$ cat src/rtl/trace_pkg.sv
// Shared types for the write-back trace capture stage: entry kinds and the packed trace entry.
package trace_pkg;

  localparam logic KIND_GRF = 1'b0;
  localparam logic KIND_DM  = 1'b1;

  typedef struct packed {
    logic        kind;
    logic [31:0] pc;
    logic [31:0] addr;
    logic [31:0] data;
  } trace_entry_t;

endpackage

$ cat src/rtl/wb_trace_fifo_if.sv
// Core-side write strobes, consumer-side trace stream and status of the trace FIFO.
interface wb_trace_fifo_if #(
  parameter int unsigned DEPTH = 16,
  parameter int unsigned CNT_W = 16
) ();

  localparam int unsigned CountW = $clog2(DEPTH) + 1;

  logic [31:0]       pc;
  logic              grf_we;
  logic [4:0]        grf_addr;
  logic [31:0]       grf_wdata;
  logic              dm_we;
  logic [31:0]       dm_addr;
  logic [31:0]       dm_wdata;

  logic              out_valid;
  logic              out_ready;
  logic              out_kind;
  logic [31:0]       out_pc;
  logic [31:0]       out_addr;
  logic [31:0]       out_data;

  logic [CountW-1:0] count;
  logic              overflow;
  logic [CNT_W-1:0]  drop_cnt;

  modport master (
    output pc, grf_we, grf_addr, grf_wdata, dm_we, dm_addr, dm_wdata, out_ready,
    input  out_valid, out_kind, out_pc, out_addr, out_data, count, overflow, drop_cnt
  );

  modport slave (
    input  pc, grf_we, grf_addr, grf_wdata, dm_we, dm_addr, dm_wdata, out_ready,
    output out_valid, out_kind, out_pc, out_addr, out_data, count, overflow, drop_cnt
  );

endinterface

$ cat src/rtl/trace_fifo_2w1r.sv
// In-order FIFO with two write ports (port 0 is older) and one read port; the caller never
// writes more entries than there are free slots.
module trace_fifo_2w1r #(
  parameter int unsigned DEPTH = 16,
  parameter type entry_t = trace_pkg::trace_entry_t
) (
  input  logic                     clk,
  input  logic                     reset,
  input  logic                     wr_en0,
  input  entry_t                   wr_data0,
  input  logic                     wr_en1,
  input  entry_t                   wr_data1,
  input  logic                     rd_en,
  output entry_t                   head,
  output entry_t                   last,
  output logic [$clog2(DEPTH):0]   count
);

  localparam int unsigned AddrW = $clog2(DEPTH);

  entry_t           mem_q [DEPTH];
  logic [AddrW-1:0] wr_ptr_q, wr_ptr_d;
  logic [AddrW-1:0] rd_ptr_q, rd_ptr_d;
  logic [AddrW-1:0] wr_addr1, last_ptr;
  logic [AddrW:0]   count_q, count_d;

  always_comb begin
    wr_addr1 = wr_ptr_q + AddrW'(wr_en0);
    wr_ptr_d = wr_ptr_q + AddrW'(wr_en0) + AddrW'(wr_en1);
    rd_ptr_d = rd_ptr_q + AddrW'(rd_en);
    count_d  = count_q + (AddrW+1)'(wr_en0) + (AddrW+1)'(wr_en1) - (AddrW+1)'(rd_en);
    // Slot behind the read pointer holds the last popped entry; writes cannot reach it
    // while the FIFO is empty because DEPTH >= 4.
    last_ptr = rd_ptr_q - AddrW'(1);
  end

  always_ff @(posedge clk or negedge reset) begin
    if (!reset) begin
      wr_ptr_q <= '0;
      rd_ptr_q <= '0;
      count_q  <= '0;
      for (int unsigned i = 0; i < DEPTH; i++) begin
        mem_q[i] <= '0;
      end
    end else begin
      wr_ptr_q <= wr_ptr_d;
      rd_ptr_q <= rd_ptr_d;
      count_q  <= count_d;
      if (wr_en0) mem_q[wr_ptr_q] <= wr_data0;
      if (wr_en1) mem_q[wr_addr1] <= wr_data1;
    end
  end

  assign head  = mem_q[rd_ptr_q];
  assign last  = mem_q[last_ptr];
  assign count = count_q;

endmodule

$ cat src/rtl/wb_trace_fifo.sv
// Write-back trace capture: filters GRF/DM write strobes into trace entries (DM before GRF),
// buffers them in order and accounts for entries dropped when the FIFO is full.
module wb_trace_fifo
  import trace_pkg::*;
#(
  parameter int unsigned DEPTH = 16,
  parameter int unsigned CNT_W = 16
) (
  input  logic            clk,
  input  logic            reset,
  wb_trace_fifo_if.slave  bus
);

  localparam int unsigned AddrW = $clog2(DEPTH);

  logic             dm_ev, grf_ev, out_valid, pop;
  logic [AddrW:0]   count, free;
  logic             wr_en0, wr_en1;
  trace_entry_t     dm_entry, grf_entry, wr_data0, wr_data1, head, last, shown;
  logic [1:0]       n_ev, n_wr, n_drop;
  logic             overflow_q, overflow_d;
  logic [CNT_W-1:0] drop_cnt_q, drop_cnt_d;
  logic [CNT_W:0]   drop_sum;

  always_comb begin
    dm_ev  = bus.dm_we;
    grf_ev = bus.grf_we && (bus.grf_addr != 5'd0);

    dm_entry  = '{kind: KIND_DM, pc: bus.pc, addr: bus.dm_addr, data: bus.dm_wdata};
    grf_entry = '{kind: KIND_GRF, pc: bus.pc, addr: {27'd0, bus.grf_addr},
                  data: bus.grf_wdata};

    out_valid = (count != '0);
    pop       = out_valid && bus.out_ready;
    free      = (AddrW+1)'(DEPTH) - count + (AddrW+1)'(pop);

    // Port 0 takes the first event in DM-then-GRF order, so a single free slot keeps DM.
    wr_data0 = dm_ev ? dm_entry : grf_entry;
    wr_data1 = grf_entry;
    wr_en0   = (dm_ev || grf_ev) && (free != '0);
    wr_en1   = dm_ev && grf_ev && (free > (AddrW+1)'(1));

    n_ev   = {1'b0, dm_ev} + {1'b0, grf_ev};
    n_wr   = {1'b0, wr_en0} + {1'b0, wr_en1};
    n_drop = n_ev - n_wr;

    overflow_d = overflow_q || (n_drop != 2'd0);
    drop_sum   = {1'b0, drop_cnt_q} + (CNT_W+1)'(n_drop);
    drop_cnt_d = drop_sum[CNT_W] ? '1 : drop_sum[CNT_W-1:0];

    shown = out_valid ? head : last;
  end

  always_ff @(posedge clk or negedge reset) begin
    if (!reset) begin
      overflow_q <= 1'b0;
      drop_cnt_q <= '0;
    end else begin
      overflow_q <= overflow_d;
      drop_cnt_q <= drop_cnt_d;
    end
  end

  trace_fifo_2w1r #(
    .DEPTH   (DEPTH),
    .entry_t (trace_entry_t)
  ) u_fifo (
    .clk      (clk),
    .reset    (reset),
    .wr_en0   (wr_en0),
    .wr_data0 (wr_data0),
    .wr_en1   (wr_en1),
    .wr_data1 (wr_data1),
    .rd_en    (pop),
    .head     (head),
    .last     (last),
    .count    (count)
  );

  assign bus.out_valid = out_valid;
  assign bus.out_kind  = shown.kind;
  assign bus.out_pc    = shown.pc;
  assign bus.out_addr  = shown.addr;
  assign bus.out_data  = shown.data;
  assign bus.count     = count;
  assign bus.overflow  = overflow_q;
  assign bus.drop_cnt  = drop_cnt_q;

endmodule

$ cat src/flat_wrapper.sv
// flat-port wrapper written by rule: the top's interface ports become plain ports
module wb_trace_fifo_flat import trace_pkg::*;
#(
  parameter int unsigned DEPTH = 16,
  parameter int unsigned CNT_W = 16
)
  (clk, reset, bus_pc, bus_grf_we, bus_grf_addr, bus_grf_wdata, bus_dm_we, bus_dm_addr, bus_dm_wdata, bus_out_ready, bus_out_valid, bus_out_kind, bus_out_pc, bus_out_addr, bus_out_data, bus_count, bus_overflow, bus_drop_cnt);
  wb_trace_fifo_if #(.DEPTH(DEPTH), .CNT_W(CNT_W)) bus_i ();
  input  logic clk;
  input  logic reset;
  input wire logic [$bits(bus_i.pc)-1:0] bus_pc;
  input wire logic [$bits(bus_i.grf_we)-1:0] bus_grf_we;
  input wire logic [$bits(bus_i.grf_addr)-1:0] bus_grf_addr;
  input wire logic [$bits(bus_i.grf_wdata)-1:0] bus_grf_wdata;
  input wire logic [$bits(bus_i.dm_we)-1:0] bus_dm_we;
  input wire logic [$bits(bus_i.dm_addr)-1:0] bus_dm_addr;
  input wire logic [$bits(bus_i.dm_wdata)-1:0] bus_dm_wdata;
  input wire logic [$bits(bus_i.out_ready)-1:0] bus_out_ready;
  output wire logic [$bits(bus_i.out_valid)-1:0] bus_out_valid;
  output wire logic [$bits(bus_i.out_kind)-1:0] bus_out_kind;
  output wire logic [$bits(bus_i.out_pc)-1:0] bus_out_pc;
  output wire logic [$bits(bus_i.out_addr)-1:0] bus_out_addr;
  output wire logic [$bits(bus_i.out_data)-1:0] bus_out_data;
  output wire logic [$bits(bus_i.count)-1:0] bus_count;
  output wire logic [$bits(bus_i.overflow)-1:0] bus_overflow;
  output wire logic [$bits(bus_i.drop_cnt)-1:0] bus_drop_cnt;
  assign bus_i.pc = bus_pc;
  assign bus_i.grf_we = bus_grf_we;
  assign bus_i.grf_addr = bus_grf_addr;
  assign bus_i.grf_wdata = bus_grf_wdata;
  assign bus_i.dm_we = bus_dm_we;
  assign bus_i.dm_addr = bus_dm_addr;
  assign bus_i.dm_wdata = bus_dm_wdata;
  assign bus_i.out_ready = bus_out_ready;
  assign bus_out_valid = bus_i.out_valid;
  assign bus_out_kind = bus_i.out_kind;
  assign bus_out_pc = bus_i.out_pc;
  assign bus_out_addr = bus_i.out_addr;
  assign bus_out_data = bus_i.out_data;
  assign bus_count = bus_i.count;
  assign bus_overflow = bus_i.overflow;
  assign bus_drop_cnt = bus_i.drop_cnt;
  wb_trace_fifo #(.DEPTH(DEPTH), .CNT_W(CNT_W)) u_core (.clk(clk), .reset(reset), .bus(bus_i));
endmodule
$ cat config.mk
export PLATFORM = sky130hd
export DESIGN_NAME = wb_trace_fifo_flat
export DESIGN_NICKNAME = d
export VERILOG_FILES = /design/src/rtl/trace_pkg.sv /design/src/rtl/wb_trace_fifo_if.sv /design/src/rtl/trace_fifo_2w1r.sv /design/src/rtl/wb_trace_fifo.sv /design/src/flat_wrapper.sv
export SDC_FILE = /design/constraint.sdc
export NUM_CORES = 2
export LEC_CHECK = 0
export CORE_MARGIN = 10
export CORE_UTILIZATION = 40
export CTS_BUF_LIST = sky130_fd_sc_hd__clkbuf_8
export CTS_CLUSTER_SIZE = 28
export DETAILED_ROUTE_END_ITERATION = 12
export GPL_TIMING_DRIVEN = 0
export PLACE_DENSITY = 0.54
export SLEW_MARGIN = 5
export SYNTH_ARGS = -nofsm -noshare
export SYNTH_HDL_FRONTEND = slang
export SYNTH_SLANG_ARGS = --single-unit
$ cat constraint.sdc
create_clock -name clk -period 11.13 [get_ports clk]
set_input_delay 1.6695 -clock clk [delete_from_list [all_inputs] [get_ports clk]]
set_output_delay 1.6695 -clock clk [all_outputs]
set_load 0.02 [all_outputs]
==> metrics <==
# Post-CTS Setup Buffers 0; Static Leak between 40 and 50 nW; Max Clock Skew between 0.06 and 0.07 ns; Synth area leaders dfrtp_1 (37%), mux4_2 (16%), nand4_1 (9.0%), a21oi_1 (5.3%), o21ai_0 (4.9%); unrepaired setup endpoints after global routing false; Synth top area share between 30% and 40%; Worst path most repeated cell ha_1; CP Launch Type flop; crit path max fanout 14; arrival time worst endpoint roughly 12 ns; vias in the first global route 109000; Net Sw Frac roughly 52%; Cell Int Power between 20 and 25 mW; status complete, but fails checks; synth unique cells between 40 and 50; post-DP HPWL just under 500000 um; First-pass DRT Iterations 7; site row count ~190; worst vdd ir between 0.0003 and 0.0004 V; # hold bufs at CTS 0; post-synthesis cell count ~11000; commonest cells in the synthesized netlist dfrtp_1 (1582), nand4_1 (1539), clkbuf_1 (1337), a21oi_1 (1141), o21ai_0 (1057); sequential area share after synthesis a little under two fifths; vias 116000; final hold vios 0; post-placement setup slack -0.528 ns; clock-pin slew on the worst setup and hold paths 0.06 ns; largest net degree at the start of global routing roughly 150; first-pass GRT wire length between 800000 and 900000 um; Yosys warnings 0; Ports 258; Slew HR -10.7%; port bufs roughly 200; full die area 288000 um2; Die Span Y around 540 um; Slowest cell on crit path buf_2; clk sink count between 1500 and 2000; number of enable flip-flop cells after synthesis 0; H-tree Lvls 5; Clk Latency, worst-skew pair 1.14 ns; critical path class flop to flop; Clock Power Share around 14%; Max Freq between 80 and 90 MHz; CP Capture Type flop; Setup violations, final 183; Util after Layout 45.4%; Tmin final ~11 ns; syn nets 11000; max-slew violations 35; CP peak stage delay between 0.7 and 0.8 ns; most common cell in the netlist dfrtp_1; Root Buffer clkbuf_8; Max Cap Viol 3; DRC viols 0; Tcrit/Tclk final 102%; gp weighted congestion around 1.1; #FFs+latches synth ~1600; Iter 0 DRT Violations between 20000 and 25000; ys async rst share 100%; critical path required time 12.13 ns; P_sw 24.4 mW; WL final around 630000 um; top cell type by total area after synthesis dfrtp_1; Hold Path Class input pin to async pin; buffers from clock root to sink, at most 4; P&R area growth vs syn 12.8%; CTS Buf Count roughly 320; Mean Syn Cell Area around 9.8 um2; layout cells sized above 1 about 15%; Pwr per Cell Area just under 400 nW/um2; CTS tree built; Slew @ Worst Pin 1.66 ns; Final ANT Viol Nets 0; GRT overflow 0; Total Power around 47 mW; die width 537 um; Final WS setup -0.184 ns; Post-Syn Area around 110000 um2; core area between 200000 and 300000 um2; Vias/cell between 7 and 8; Logic pwr share a little over three fifths; WL/cell slightly above 40 um; sequential power share between 20% and 30%; Total Routing Usage GR between 40% and 50%; nets approximately 12000; WHS ~0.43 ns; Top FF cell, synth dfrtp_1; starting density of the core just over 40%; antenna violations before repair 78; # fillers 25600; failing checks capacitance limit, slew limit, setup timing
==> power groups by stage <==
stage / Sequential [mW] / Clock [mW] / Combinational (mW)
after floorplan: 9.78 / 0 / 16.4
final: 11.0 / 6.36 / 29.3
after global placement: 10.8 / 0 / 27.1
after detailed placement: 10.8 / 0 / 27.7
after global routing: 11.1 / 6.54 / 29.7
after CTS: 10.8 / 6.27 / 27.8
==> per-stage QoR <==
stage | instance area (um2) | std cells | TNS (ns)
2_1_floorplan | 107000 | 10900 | 0
3_3_place_gp | 113000 | 14600 | -
3_5_place_dp | 114000 | 14600 | -54.50
4_1_cts | 120000 | 15200 | 0
5_1_grt | 120000 | 15200 | 0
6_report | 121000 | 15300 | -14.93
==> sequential cells by signal (all words and copies together) (netlist names) <==
signal and count:
u_core.bus.drop_cnt 16, u_core.u_fifo.wr_ptr_q 4, u_core.u_fifo.rd_ptr_q 4, u_core.u_fifo.count 5, u_core.u_fifo.mem_q 1552, u_core.bus.overflow 1
==> routing by layer <==
metal	vias up	wire length (um)	global-route usage [%]	share of wire [%]
met1	58500	231000	53.2	36
met3	2399	95800	18.6	15
met2	10800	254000	56.9	40
li1	44400	-	-	-
met5	-	526	0.329	0.083
met4	32	52500	29.3	8.3
==> cells by family (layout without fill, tap and decap cells) <==
group	after synthesis	after routing	synth area share (%)
buffers and inverters	1831	2598	7.26
multiplexers	1203	1203	20.5
other	0	95	0
AO/OA/AOI/OAI	3406	3406	19.0
AND/OR/NAND/NOR	2817	2817	15.7
XOR/XNOR	27	27	0.221
adder cells (fa/ha/maj)	22	22	0.286
flip-flops	1582	1582	37.0
==> critical path, delay by kind of cell (launching register included) <==
| kind | cells | cell delay, ns |
|---|---|---|
| buffers and inverters | 13 | 6.75 |
| and+or+nand+nor | 8 | 2.23 |
| adders and majority gates | 5 | 1.38 |
| DFF | 1 | 0.43 |
| xor gates and xnor gates | 1 | 0.21 |
| AOI/OAI and AO/OA | 1 | 0.14 |
==> cell usage in the layout (no fill, tap or decap), types with 4 or more instances in the layout <==
cell and count:
nand2_1 43, mux2_2 99, fa_1 4, nor2b_1 7
ha_1 18, clkdlybuf4s50_1 194, nand4_1 1539, diode_2 95
inv_8 4, nand3_1 535, nor3_2 11, buf_4 4
o31ai_1 592, buf_16 24, nand2b_1 8, o211ai_2 24
clkinvlp_4 8, nor2_1 26, buf_6 83, xor2_1 10
xnor2_1 17, buf_1 183, inv_1 117, clkbuf_8 402
o21ai_0 1057, dfrtp_1 1582, and2_1 10, mux4_2 776
a21oi_1 1141, buf_2 207, clkbuf_2 37, or3_1 4
a221oi_1 97, mux2i_1 328, clkbuf_1 1300, clkinv_2 21
nor3_1 13, and3_1 613, o211ai_1 488
==> final timing paths <==
path                            cells past startpoint  slack (ns)                   endpoint                   start
worst min-delay path                                1        0.43    u_core.u_fifo.mem_q[50]                   reset
worst max register to register                     28       -0.18   u_core.u_fifo.mem_q[715]  u_core.u_fifo.count[2]
min in group clk                                    1        0.50        u_core.bus.overflow     u_core.bus.overflow
max in group asynchronous                           4        8.04  u_core.u_fifo.mem_q[1052]                   reset
worst max-delay path                               28       -0.18   u_core.u_fifo.mem_q[715]  u_core.u_fifo.count[2]
worst min register to register                      1        0.50        u_core.bus.overflow     u_core.bus.overflow
==> timing repair <==
| action | in CTS | in global routing |
|---|---|---|
| resized for setup | 4 | 3 |
| endpoints found under the setup margin | 265 | 234 |
| pin swaps | 0 | 0 |
==> final cells by class <==
cell class              instances  area [um2]  share of cell area [%]
repair buffers                226        2730                    2.26
diodes                         95         238                   0.197
multi-input cells            7475       59600                    49.4
flip-flops and latches       1582       39600                    32.8
clock inverters               139         688                   0.571
plain buffers                1814        7750                    6.43
clock buffers                 402        5530                    4.59
inverters                      17        63.8                  0.0529
well taps                    3533        4420                    3.67
Power figures use the tool's default switching activity.
